--- src/rtl/id_ex_stage_reg.sv ---
// ID/EX pipeline register: stall hold, flush and load-use bubble insertion, load-use stall request.
// Define ID_EX_PERF_CNT_EN to build the bubble/flush event counters; otherwise they read as zero.
package rv32i_types_pkg;

  typedef enum logic [6:0] {
    op_lui   = 7'b0110111,
    op_auipc = 7'b0010111,
    op_jal   = 7'b1101111,
    op_jalr  = 7'b1100111,
    op_br    = 7'b1100011,
    op_load  = 7'b0000011,
    op_store = 7'b0100011,
    op_imm   = 7'b0010011,
    op_reg   = 7'b0110011,
    op_csr   = 7'b1110011
  } rv32i_opcode;

  typedef struct packed {
    rv32i_opcode opcode;
    logic [2:0]  aluop;
    logic [2:0]  cmpop;
    logic [2:0]  immmux_sel;
    logic        alumux1_sel;
    logic [2:0]  alumux2_sel;
    logic [3:0]  regfilemux_sel;
    logic        mem_read;
    logic        mem_write;
    logic [3:0]  mem_byte_enable;
    logic        load_regfile;
    logic [2:0]  funct3;
  } rv32i_control_word;

endpackage

module id_ex_stage_reg
  import rv32i_types_pkg::*;
#(
  parameter int XLEN       = 32,
  parameter int PERF_CNT_W = 32
) (
  input  logic                  clk,
  input  logic                  rst,
  input  logic                  stall_in,
  input  logic                  flush,
  input  logic                  id_valid,
  input  rv32i_control_word     id_ctrl,
  input  logic [XLEN-1:0]       id_pc,
  input  logic [4:0]            id_rs1,
  input  logic [4:0]            id_rs2,
  input  logic [4:0]            id_rd,
  input  logic [XLEN-1:0]       id_rs1_data,
  input  logic [XLEN-1:0]       id_rs2_data,
  input  logic [XLEN-1:0]       id_imm,
  output logic                  ex_valid,
  output rv32i_control_word     ex_ctrl,
  output logic [XLEN-1:0]       ex_pc,
  output logic [XLEN-1:0]       ex_rs1_data,
  output logic [XLEN-1:0]       ex_rs2_data,
  output logic [XLEN-1:0]       ex_imm,
  output logic [4:0]            ex_rs1,
  output logic [4:0]            ex_rs2,
  output logic [4:0]            ex_rd,
  output logic                  load_use_stall,
  output logic [PERF_CNT_W-1:0] bubble_cnt,
  output logic [PERF_CNT_W-1:0] flush_cnt
);

  logic              valid_q, valid_d;
  rv32i_control_word ctrl_q, ctrl_d;
  logic [XLEN-1:0]   pc_q, pc_d;
  logic [XLEN-1:0]   rs1_data_q, rs1_data_d;
  logic [XLEN-1:0]   rs2_data_q, rs2_data_d;
  logic [XLEN-1:0]   imm_q, imm_d;
  logic [4:0]        rs1_q, rs1_d;
  logic [4:0]        rs2_q, rs2_d;
  logic [4:0]        rd_q, rd_d;

  logic uses_rs1;
  logic uses_rs2;
  logic hazard;

  always_comb begin
    uses_rs1 = 1'b0;
    uses_rs2 = 1'b0;
    case (id_ctrl.opcode)
      op_jalr, op_load, op_imm, op_csr: uses_rs1 = 1'b1;
      op_br, op_store, op_reg: begin
        uses_rs1 = 1'b1;
        uses_rs2 = 1'b1;
      end
      default: ;
    endcase
  end

  // CSR ops set mem_read, so they count as loads for the hazard check.
  assign hazard = valid_q && ctrl_q.mem_read && ctrl_q.load_regfile &&
                  (rd_q != 5'd0) && id_valid &&
                  ((uses_rs1 && (id_rs1 == rd_q)) || (uses_rs2 && (id_rs2 == rd_q)));

  assign load_use_stall = hazard && !stall_in && !flush;

  always_comb begin
    valid_d    = valid_q;
    ctrl_d     = ctrl_q;
    pc_d       = pc_q;
    rs1_data_d = rs1_data_q;
    rs2_data_d = rs2_data_q;
    imm_d      = imm_q;
    rs1_d      = rs1_q;
    rs2_d      = rs2_q;
    rd_d       = rd_q;
    if (!stall_in) begin
      if (flush || hazard) begin
        valid_d    = 1'b0;
        ctrl_d     = '0;
        pc_d       = '0;
        rs1_data_d = '0;
        rs2_data_d = '0;
        imm_d      = '0;
        rs1_d      = '0;
        rs2_d      = '0;
        rd_d       = '0;
      end else begin
        valid_d    = id_valid;
        ctrl_d     = id_ctrl;
        pc_d       = id_pc;
        rs1_data_d = id_rs1_data;
        rs2_data_d = id_rs2_data;
        imm_d      = id_imm;
        rs1_d      = id_rs1;
        rs2_d      = id_rs2;
        rd_d       = id_rd;
      end
    end
  end

  always_ff @(posedge clk or negedge rst) begin
    if (!rst) begin
      valid_q    <= 1'b0;
      ctrl_q     <= '0;
      pc_q       <= '0;
      rs1_data_q <= '0;
      rs2_data_q <= '0;
      imm_q      <= '0;
      rs1_q      <= '0;
      rs2_q      <= '0;
      rd_q       <= '0;
    end else begin
      valid_q    <= valid_d;
      ctrl_q     <= ctrl_d;
      pc_q       <= pc_d;
      rs1_data_q <= rs1_data_d;
      rs2_data_q <= rs2_data_d;
      imm_q      <= imm_d;
      rs1_q      <= rs1_d;
      rs2_q      <= rs2_d;
      rd_q       <= rd_d;
    end
  end

  assign ex_valid    = valid_q;
  assign ex_ctrl     = ctrl_q;
  assign ex_pc       = pc_q;
  assign ex_rs1_data = rs1_data_q;
  assign ex_rs2_data = rs2_data_q;
  assign ex_imm      = imm_q;
  assign ex_rs1      = rs1_q;
  assign ex_rs2      = rs2_q;
  assign ex_rd       = rd_q;

`ifdef ID_EX_PERF_CNT_EN
  logic [PERF_CNT_W-1:0] bubble_cnt_q;
  logic [PERF_CNT_W-1:0] flush_cnt_q;
  logic [PERF_CNT_W-1:0] cnt_one;

  assign cnt_one = {{(PERF_CNT_W-1){1'b0}}, 1'b1};

  always_ff @(posedge clk or negedge rst) begin
    if (!rst) begin
      bubble_cnt_q <= '0;
      flush_cnt_q  <= '0;
    end else begin
      if (load_use_stall) bubble_cnt_q <= bubble_cnt_q + cnt_one;
      if (flush && !stall_in) flush_cnt_q <= flush_cnt_q + cnt_one;
    end
  end

  assign bubble_cnt = bubble_cnt_q;
  assign flush_cnt  = flush_cnt_q;
`else
  assign bubble_cnt = '0;
  assign flush_cnt  = '0;
`endif

endmodule

--- config.mk ---
export PLATFORM = sky130hd
export DESIGN_NAME = id_ex_stage_reg
export DESIGN_NICKNAME = d
export VERILOG_FILES = /design/src/rtl/id_ex_stage_reg.sv
export SDC_FILE = /design/constraint.sdc
export NUM_CORES = 1
export LEC_CHECK = 0
export ABC_AREA = 1
export CAP_MARGIN = 5
export CORE_AREA = 2 2 167 169
export DETAILED_ROUTE_END_ITERATION = 10
export DIE_AREA = 0 0 169 171
export MAX_ROUTING_LAYER = met4
export PLACE_DENSITY = 0.63
export SETUP_SLACK_MARGIN = 0.3
export SLEW_MARGIN = 10
export SYNTH_ARGS = -nofsm -noshare
export SYNTH_HDL_FRONTEND = slang
export SYNTH_SLANG_ARGS = --single-unit
export TNS_END_PERCENT = 1
--- constraint.sdc ---
create_clock -name clk -period 1.85 [get_ports clk]
set_clock_uncertainty 0.1 [all_clocks]
set_input_delay 0.37 -clock clk [delete_from_list [all_inputs] [get_ports clk]]
set_output_delay 0.37 -clock clk [all_outputs]
set_load 0.03 [all_outputs]
==> results.toml <==
[clocking]
tritoncts_clock_tree = "built"
clk_root_buf = "sky130_fd_sc_hd__clkbuf_16"
cts_buffer_depth = 2
clock-sinks = 178
worstSkewPairLatency_ns = 0.42
cts_inserted_buffers = 17
cts_htree_levels = 4
clock_edge_transition_at_the_registers_on_the_reported_setup_and_hold_paths_ns = 0.07

[logic_synthesis]
synthesis.area_per_instance_um2 = 8.62
synth-seq-area-share = 0.571
synth.cells.most_frequent = "sky130_fd_sc_hd__nand2_1 (387), sky130_fd_sc_hd__nand3_1 (180), sky130_fd_sc_hd__dfrtp_1 (178), sky130_fd_sc_hd__buf_4 (65), sky130_fd_sc_hd__clkbuf_1 (24)"
post_synth_instance_area_mm2 = 0.00780
synth_top_area_share = 0.571
netlist.top_cell.by_area = "sky130_fd_sc_hd__dfrtp_1"
synth_enable_flop_cells = 0
synth-main-ff-cell = "sky130_fd_sc_hd__dfrtp_1"
syn-instance-count = 905
yosysWarningCount = 0
synthMostInstantiatedCell = "sky130_fd_sc_hd__nand2_1"
count_of_state_elements_after_synthesis = 178
distinct_cell_type_count_after_synthesis = 19
postSynth.asyncResetShare = 1.00
synthTopCellsByArea = "sky130_fd_sc_hd__dfrtp_1 (57%), sky130_fd_sc_hd__nand2_1 (19%), sky130_fd_sc_hd__nand3_1 (12%), sky130_fd_sc_hd__buf_4 (6.3%), sky130_fd_sc_hd__buf_6 (1.7%)"

[floorplanning]
initial_core_util = 0.285
die_height_um = 171
dieArea_mm2 = 0.0289
rows = 61
chipWidth_um = 169
floorplan.io_pins = 425
core_region_area_mm2 = 0.0273

[sta]
fmax_mhz = 453
min_period_ns = 2.21
drv_slew = 0
grt_setup_unrepaired = "yes"
postLayoutSetupSlackWorst_ns = -0.360
finalHoldViolCount = 0
final_setup_violation_count = 134
period_share = 1.19

[placed_design]
number_of_port_buffers = 360
gp_congestion = 0.831
dp.final_hpwl_mm = 17.7
placedCellCount = 1599
dp_slack_ns = -0.528
placed_inst_area_mm2 = 0.0118

[worst_setup_path]
cp_slowest_cell = "sky130_fd_sc_hd__clkdlybuf4s50_1"
required_ns = 1.38
critPathKind = "in -> out"
worstReg2RegStart = "ex_rd[2]$_DFFE_PN0N_"
reg2reg_depth = 10
worstPathArrival_ns = 1.74
path_cells = "clkdlybuf4s50_1 -> inv_1 -> a21oi_1 -> nand2_1 -> nor2_1 -> nand2_1 -> nand2_2 -> nand2_8 -> nor3_4 -> buf_6"
setup.worst_path.start = "id_rs2[2]"
regToRegEndpoint = "ex_imm[26]$_DFFE_PN0N_"
critical_path_peak_fanout = 3
cp_top_family = "buffers and inverters"
cp.depth = 10
critical_path.endpoint_type = "output pin"
category_of_the_worst_setup_path_launch_point = "input pin"
timing.reg2reg.setup_slack_ns = -0.12
crit_top_cell = "sky130_fd_sc_hd__nand2_1"
crit_path_max_incr_delay_ns = 0.49
crit_buf_inv = 3

[drt]
drt_first_pass_iters = 5
dr_total_vias = 7158
post_detailed_routing_wire_length_mm = 24.8
post_drt_via_cell_ratio = 4.38
detailedRoute.firstIterationViolations = 429
drc = 0
routedWlPerCell_um = 15.2
antenna_left = 0

[hold_path]
min_delay_worst_endpoint = "ex_pc[23]$_DFFE_PN0N_"
number_of_stages_on_the_worst_hold_path = 3
hold_path_class = "in -> reg"
min_from = "stall_in"

[global_routing]
overflow = 0
total_routing_resource_utilization_after_global_routing = 0.170
grt_first_pass_wirelength_mm = 37.8
grt_max_degree = 95
antenna_found_initial = 0
first_global_vias = 6944

[final_layout]
antenna_cells = 0
stdcell_count = 1635
synthToLayoutAreaGrowth_pct = 49.1
design.final.nets = 1458
final_layout_size_suffix_gt1_frac = 0.217
fin_area_mm2 = 0.0116
fin_util = 0.426

[power_and_ir_drop]
ir_drop_mv = 0.483
pwr_density_cell_mw_per_mm2 = 875
post-layout-total-power_uw = 10200
power.leakage_uw = 0.00640

[run_status]
outcome = "finished with violations"
failed_checks = "setup timing"

[flow_run]
drv_cap = 0
-- repair_timing --
action / in CTS / in global routing
endpoints found under the setup margin: 357 / 185
pin swaps: 3 / 2
gates resized for setup: 905 / 5
buffers inserted: 3 / 0
hold buffers: 1 / 0
endpoints found under the hold margin: 32 / 0
-- how the worst max path moves through the flow --
stage / slack [ns] / endpoint
after floorplan: -0.08 / load_use_stall
after global placement: -0.52 / load_use_stall
after detailed placement: -0.53 / load_use_stall
after CTS: -0.38 / load_use_stall
after global routing: -0.49 / load_use_stall
final: -0.36 / load_use_stall
-- layout make-up --
| type | count | area (um^2) |
|---|---|---|
| fill | 2769 | 15700 |
| timing repair buffer | 411 | 3350 |
| sequential | 178 | 4460 |
| clock inverter | 14 | 143 |
| inverter | 19 | 71.3 |
| clock buffer | 18 | 429 |
| multi-input combinational | 649 | 2750 |
| tap | 346 | 433 |
-- flip-flops by register name (all words and copies together) (netlist names) --
signal       cells
ex_rd            5
ex_rs1_data     32
ex_pc           32
ex_valid         1
ex_rs1           5
ex_ctrl         34
ex_imm          32
ex_rs2           5
ex_rs2_data     32
-- power by group --
group	total, uW	internal, uW	switching, uW
Combinational	2250	817	1430
Clock	3570	1800	1770
Sequential	4360	4190	170
Total	10200	6810	3370
-- worst reg2reg max path, stage by stage, from the launching register on --
cell                      delay (ns)
sky130_fd_sc_hd__dfrtp_2        0.45
sky130_fd_sc_hd__buf_4          0.15
sky130_fd_sc_hd__nor3_2         0.17
sky130_fd_sc_hd__nand3_1        0.12
sky130_fd_sc_hd__nand3_1        0.10
sky130_fd_sc_hd__inv_2          0.06
sky130_fd_sc_hd__nand2_8        0.08
sky130_fd_sc_hd__buf_4          0.26
sky130_fd_sc_hd__buf_12         0.25
sky130_fd_sc_hd__nand3_1        0.12
sky130_fd_sc_hd__nand2_1        0.07
-- cell usage in the layout (no fill, tap or decap), drive strengths merged --
cell / n
clkdlybuf4s50: 177
buf: 229
xor2: 1
and3: 1
nand2: 388
xnor2: 1
clkbuf: 19
conb: 64
o21ai: 1
clkinvlp: 1
inv: 26
nand3: 180
dlygate4sd3: 1
nor3: 3
a21oi: 2
nand3b: 1
dfrtp: 178
clkinv: 6
nor2: 7
dlygate4sd2: 3
-- metrics by stage --
| step | TNS [ns] | hold slack, ns |
|---|---|---|
| final | -8.80 | 0.189 |
| after global routing | -23.84 | 0.172 |
| after CTS | -9.17 | 0.160 |
| after detailed placement | -79.33 | 0.260 |
| after global placement | -76.64 | 0.260 |
| after floorplan | -0.0799 | -0.0256 |
-- per-layer routing --
metal | GRT usage | vias up | part of all wire
li1 | - | 3478 | -
met1 | 0.218 | 3377 | 0.44
met2 | 0.274 | 287 | 0.48
met3 | 0.0372 | 16 | 0.066
met4 | 0.0453 | 0 | 0.011
met5 | - | - | 0
-- kinds of logic after synthesis --
kind of cell	count (synthesis)	share of synthesized area
AND/OR/NAND/NOR	580	0.310
flip-flops	178	0.571
buffers and inverters	141	0.114
AO/OA/AOI/OAI	3	0.00192
XOR/XNOR	2	0.00225
other	1	0.000481
(Power assumes the default switching activity.)
